<file path="src/rtl/tetris_pkg.sv">
// tetris_pkg: shared board geometry, line-clear FSM states and line-clear score table.
package tetris_pkg;
    localparam int DEF_ROWS = 20;
    localparam int DEF_COLS = 10;
    typedef enum logic [1:0] {IDLE, SCAN, SETTLE, DONE} clr_state_t;
    localparam logic [10:0] SCORE_0 = 11'd0;
    localparam logic [10:0] SCORE_1 = 11'd40;
    localparam logic [10:0] SCORE_2 = 11'd100;
    localparam logic [10:0] SCORE_3 = 11'd300;
    localparam logic [10:0] SCORE_4 = 11'd1200;
    function automatic logic [10:0] score_for(input int unsigned n);
        return n >= 4 ? SCORE_4 : n == 3 ? SCORE_3 : n == 2 ? SCORE_2 : n == 1 ? SCORE_1 : SCORE_0;
    endfunction
endpackage

</file>
<file path="src/rtl/line_clear_ctrl_if.sv">
// line_clear_ctrl_if: board/shift and pass-control signals between game side and line_clear_ctrl.
interface line_clear_ctrl_if #(
    parameter int ROWS = tetris_pkg::DEF_ROWS,
    parameter int COLS = tetris_pkg::DEF_COLS
);
    logic                         start;
    logic [ROWS*COLS-1:0]         board;
    logic [ROWS-1:0]              shift_row;
    logic                         busy;
    logic                         done;
    logic [$clog2(ROWS+1)-1:0]    lines_cleared;
    logic [23:0]                  score;
    modport master (output start, board, input shift_row, busy, done, lines_cleared, score);
    modport slave  (input start, board, output shift_row, busy, done, lines_cleared, score);
endinterface

</file>
<file path="src/rtl/line_clear_ctrl_score_accum.sv">
// score_accum: accumulator that adds value on each add pulse, saturating at all ones.
module score_accum #(
    parameter int W  = 24,
    parameter int VW = 11
) (
    input  logic          clk,
    input  logic          reset,
    input  logic          add,
    input  logic [VW-1:0] value,
    output logic [W-1:0]  sum
);
    logic [W:0] nxt;
    assign nxt = {1'b0, sum} + (W+1)'(value);
    always_ff @(posedge clk or negedge reset)
        if (!reset) sum <= '0;
        else if (add) sum <= nxt[W] ? '1 : nxt[W-1:0];
endmodule

</file>
<file path="src/rtl/line_clear_ctrl.sv">
// line_clear_ctrl: bottom-up full-row scan that drives per-row shift enables, one cleared line at a time.
// Optional score accumulation is compiled in when LINE_CLEAR_SCORE_EN is defined.
module line_clear_ctrl
    import tetris_pkg::*;
#(
    parameter int ROWS = DEF_ROWS,
    parameter int COLS = DEF_COLS
) (
    input logic               clk,
    input logic               reset,
    line_clear_ctrl_if.slave  bus
);
    localparam int IW = $clog2(ROWS);
    localparam int CW = $clog2(ROWS+1);
    clr_state_t      state;
    logic [IW-1:0]   idx;
    logic [CW-1:0]   count;
    logic [CW-1:0]   lines_q;
    logic [ROWS-1:0] shift_q;
    logic            full;
    logic [ROWS-1:0] mask;
    assign full = &bus.board[int'(idx)*COLS +: COLS];
    // rows 0..idx all move down by one
    assign mask = {ROWS{1'b1}} >> (ROWS - 1 - int'(idx));
    always_ff @(posedge clk or negedge reset)
        if (!reset) begin
            state   <= IDLE;
            idx     <= '0;
            count   <= '0;
            lines_q <= '0;
            shift_q <= '0;
        end else begin
            shift_q <= '0;
            case (state)
                IDLE: if (bus.start) begin
                    idx   <= IW'(ROWS - 1);
                    count <= '0;
                    state <= SCAN;
                end
                SCAN: if (full) begin
                    shift_q <= mask;
                    count   <= count + 1'b1;
                    state   <= SETTLE;
                end else if (idx == '0) state <= DONE;
                else idx <= idx - 1'b1;
                SETTLE: state <= SCAN;
                DONE: begin
                    lines_q <= count;
                    state   <= IDLE;
                end
                default: state <= IDLE;
            endcase
        end
    assign bus.shift_row     = shift_q;
    assign bus.busy          = state == SCAN || state == SETTLE;
    assign bus.done          = state == DONE;
    assign bus.lines_cleared = lines_q;
`ifdef LINE_CLEAR_SCORE_EN
    logic [23:0] score_q;
    score_accum #(.W(24), .VW(11)) u_score (
        .clk   (clk),
        .reset (reset),
        .add   (state == DONE),
        .value (score_for(int'(count))),
        .sum   (score_q)
    );
    assign bus.score = score_q;
`else
    assign bus.score = '0;
`endif
endmodule

</file>
<file path="src/flat_wrapper.sv">
// flat-port wrapper written by rule: the top's interface ports become plain ports
module line_clear_ctrl_flat import tetris_pkg::*;
#(
    parameter int ROWS = DEF_ROWS,
    parameter int COLS = DEF_COLS
)
  (clk, reset, bus_start, bus_board, bus_shift_row, bus_busy, bus_done, bus_lines_cleared, bus_score);
  line_clear_ctrl_if #(.ROWS(ROWS), .COLS(COLS)) bus_i ();
  input logic clk;
  input logic reset;
  input wire logic [$bits(bus_i.start)-1:0] bus_start;
  input wire logic [$bits(bus_i.board)-1:0] bus_board;
  output wire logic [$bits(bus_i.shift_row)-1:0] bus_shift_row;
  output wire logic [$bits(bus_i.busy)-1:0] bus_busy;
  output wire logic [$bits(bus_i.done)-1:0] bus_done;
  output wire logic [$bits(bus_i.lines_cleared)-1:0] bus_lines_cleared;
  output wire logic [$bits(bus_i.score)-1:0] bus_score;
  assign bus_i.start = bus_start;
  assign bus_i.board = bus_board;
  assign bus_shift_row = bus_i.shift_row;
  assign bus_busy = bus_i.busy;
  assign bus_done = bus_i.done;
  assign bus_lines_cleared = bus_i.lines_cleared;
  assign bus_score = bus_i.score;
  line_clear_ctrl #(.ROWS(ROWS), .COLS(COLS)) u_core (.clk(clk), .reset(reset), .bus(bus_i));
endmodule
</file>
<file path="config.mk">
export PLATFORM = sky130hd
export DESIGN_NAME = line_clear_ctrl_flat
export DESIGN_NICKNAME = d
export VERILOG_FILES = /design/src/rtl/tetris_pkg.sv /design/src/rtl/line_clear_ctrl_if.sv /design/src/rtl/line_clear_ctrl_score_accum.sv /design/src/rtl/line_clear_ctrl.sv /design/src/flat_wrapper.sv
export SDC_FILE = /design/constraint.sdc
export NUM_CORES = 1
export LEC_CHECK = 0
export CORE_MARGIN = 1.5
export CORE_UTILIZATION = 29
export DETAILED_ROUTE_END_ITERATION = 8
export PLACE_DENSITY = 0.75
export SYNTH_ARGS = -nofsm -noshare
export SYNTH_HDL_FRONTEND = slang
export SYNTH_SLANG_ARGS = --single-unit
export TNS_END_PERCENT = 50
</file>
<file path="constraint.sdc">
create_clock -name clk -period 4.4 [get_ports clk]
set_clock_uncertainty 0.1 [all_clocks]
set_input_delay 0.88 -clock clk [delete_from_list [all_inputs] [get_ports clk]]
set_output_delay 0.88 -clock clk [all_outputs]
set_load 0.05 [all_outputs]
</file>
==> impl_results.md <==
* Post-DP HPWL at 10.02 mm
* Synth unique cells at 61
* Worst-Skew Late Latency at 0.29 ns
* Max-cap viol count at 0
* R2R Setup Slk at 1.0 ns
* Post-CTS Resized at 0
* Die footprint at 10700 um^2
* # clock sinks at 37
* Worst-margin pin slew at 0.7320 ns
* Fin crit share at 77.33%
* Post-CTS Hold Fix Bufs at 0
* Crit Path Category: flop to flop
* Overall Global Routing Usage at 21.52%
* NumNets Final at 766
* Hold path cells at 1
* Setup crit start kind: flop
* Post-CTS Setup Inserts at 0
* Largest family of logic cells by synthesized area: simple AND/OR/NAND/NOR gates
* TritonRoute pass-1 iters at 4
* Layout cells sized above 1 at 7.168%
* Worst R2R Start: u_core.idx[1]
* Lkg Pwr at 0.002062 uW
* Ant. Diodes at 0
* Vias/cell at 5.127
* CTS max path bufs at 2
* Setup-failing EPs final at 0
* Synthesized-area fraction occupied by adder cells at 2.566%
* EDFF count, synth at 0
* Slew headroom at 51.20%
* Row Count at 36
* Worst-path clk slew at 0.07 ns
* Worst EP required at 4.48 ns
* VDD IR max at 0.0002558 V
* Area leader, netlist: dfrtp_1
* Mean Syn Cell Area at 8.655 um^2
* Cell Area, Synth at 2925 um^2
* Share of the synthesized area in the top cell type at 31.65%
* Post-Synth XOR/XNOR Area at 0%
* Total power at 2217 uW
* Synth Area in Compound Gates at 20.87%
* Initial core utilization at 29.93%
* CTS tree: yes
* PD cells at 415.3 nW/um^2
* HP Class: flop to flop
* CTS H-tree lvls at 2
* Largest net degree at the start of global routing at 38
* First-pass GRT wire length at 17.56 mm
* IO Port Bufs at 229
* DR vias at 3543
* Num CTS Buffers at 5
* WL final at 12.03 mm
* Initial antenna violation count at 0
* Min-Delay Endpoint: u_core.bus.lines_cleared[1]
* GRT Residual Overflow at 0
* Most frequent cells in the layout: 229 x clkdlybuf4s50_1, 46 x nand2_1, 37 x dfrtp_1
* Initial DRC Count at 170
* Setup_tns at 0 ns
* Critical path cell sequence: buf_4 > mux2i_1 > a2111oi_0 > o21bai_1 > a221oi_2 > o211a_4 > o211ai_4 > nor4_1
* Ys async rst share at 100.0%
* Outcome: complete, no violations
* Minimum clock period at 3.402 ns
* Reg2reg end: u_core.bus.shift_row[19]
* Multiplexer area fraction after synthesis at 7.699%
* Area share of and/or/nand/nor cells after synthesis at 26.43%
* Ys Warns at 0
* Crit Path Max Fanout at 26
* Area growth, synth to finish at 82.46%
* R2R depth at 8
* Top post-synthesis cells by area: dfrtp_1 32%, buf_4 6.2%, nand4_1 6.0%, nand2_1 5.9%, mux4_2 3.8%
* CP bufs+invs at 1
* Seq/Total Area, Yosys at 31.65%
* ANT nets after route at 0
* Die X at 103.4 um
* Die height at 103.4 um
* Slew Limit Fails at 0
* Wirelength per Cell at 17.40 um
* #FFs+latches synth at 37
* Worst setup EP type: flop
* Final hold vios at 0
* Critical path arrival at 3.48 ns
* Core box area at 9774 um^2
* Root buf cell: clkbuf_8
* Crit path max-delay cell type: dfrtp_1
* Residual DRC at 0
* Vias in the first global route at 3588
* CP Depth at 8
* Worst Hold Launch: u_core.bus.lines_cleared[1]
* CP startpoint: u_core.idx[1]
* RSZ-0062 raised after global routing: no
* Most common cell after layout, fill and taps aside: clkdlybuf4s50_1
* Routability cong. at 0.9292
* CP delay by family, top: compound AO/OA/AOI/OAI gates
* Fmax at 0.2939 GHz
* IO Count at 254
* Syn Inst Count at 338
* CP peak stage delay at 0.82 ns
* Synth Flop Type: dfrtp_1
[where the power goes]
part / internal, uW / switching (uW)
Combinational: 567 / 791
Clock: 170 / 126
Sequential: 411 / 153
Total: 1150 / 1070
[through the flow]
stage	utilization, %	setup slack [ns]	instances	cell area [um^2]	hold WS, ns
3_5_place_dp	53.43	0.8936	683	5223	0.3982
3_3_place_gp	53.43	0.9569	683	5223	0.3920
5_1_grt	54.61	0.8148	691	5338	0.4460
4_1_cts	54.61	0.9852	691	5338	0.4204
2_1_floorplan	-	1.699	361	3012	0.4180
6_report	54.61	0.9976	691	5338	0.4134
[layer usage]
| layer | routed length, um | global-route usage (%) | vias up |
|---|---|---|---|
| li1 | - | - | 1669 |
| met5 | 0 | 0 | - |
| met2 | 5957 | 40.17 | 194 |
| met4 | 349 | 7.796 | 0 |
| met1 | 4517 | 23.62 | 1652 |
| met3 | 1200 | 5.108 | 28 |
[final cells by class]
class	count	area (um^2)
clock buffer	5	68.82
clock inverter	3	46.29
fill	906	4437
inverter	9	33.78
multi-input combinational	271	1774
sequential	37	925.9
tap	133	166.4
timing repair buffer	233	2322
[how the worst max path moves through the flow]
stage	endpoint	slack [ns]
6_report	u_core.bus.shift_row[19]	1.0
5_1_grt	u_core.bus.shift_row[19]	0.81
4_1_cts	u_core.bus.shift_row[19]	0.99
3_5_place_dp	u_core.bus.shift_row[19]	0.89
3_3_place_gp	u_core.bus.shift_row[18]	0.96
2_1_floorplan	u_core.bus.shift_row[17]	1.70
[cell families after synthesis]
kind of cell,after synthesis
other,1
buffers and inverters,53
and+or+nand+nor,148
muxes,14
AOI/OAI and AO/OA,79
DFF,37
adders and majority gates,6
[synthesized netlist by cell type (all sizes together), types with 2 or more instances]
cell type / instances
o21a: 2
nand3: 15
nand2: 46
clkbuf: 11
o22ai: 6
a21boi: 3
a22oi: 2
o21ai: 12
or3: 2
ha: 6
nor4: 3
nor2b: 3
o221ai: 2
mux4: 6
a2111oi: 2
mux2i: 3
o2111ai: 2
a21oi: 14
a221o: 2
buf: 33
a211o: 2
mux2: 5
nand2b: 3
nor2: 18
a221oi: 2
nand3b: 3
o41ai: 2
o211ai: 11
nor3: 16
nor3b: 2
o31ai: 3
a211oi: 2
dfrtp: 37
nand4b: 5
a31oi: 3
inv: 8
nand4: 28
[sequential cells by signal (all words and copies together) (netlist names)]
signal	flops
u_core.bus.lines_cleared	5
u_core.bus.shift_row	20
u_core.count	5
u_core.idx	5
u_core.state	2
(Power assumes the default switching activity.)
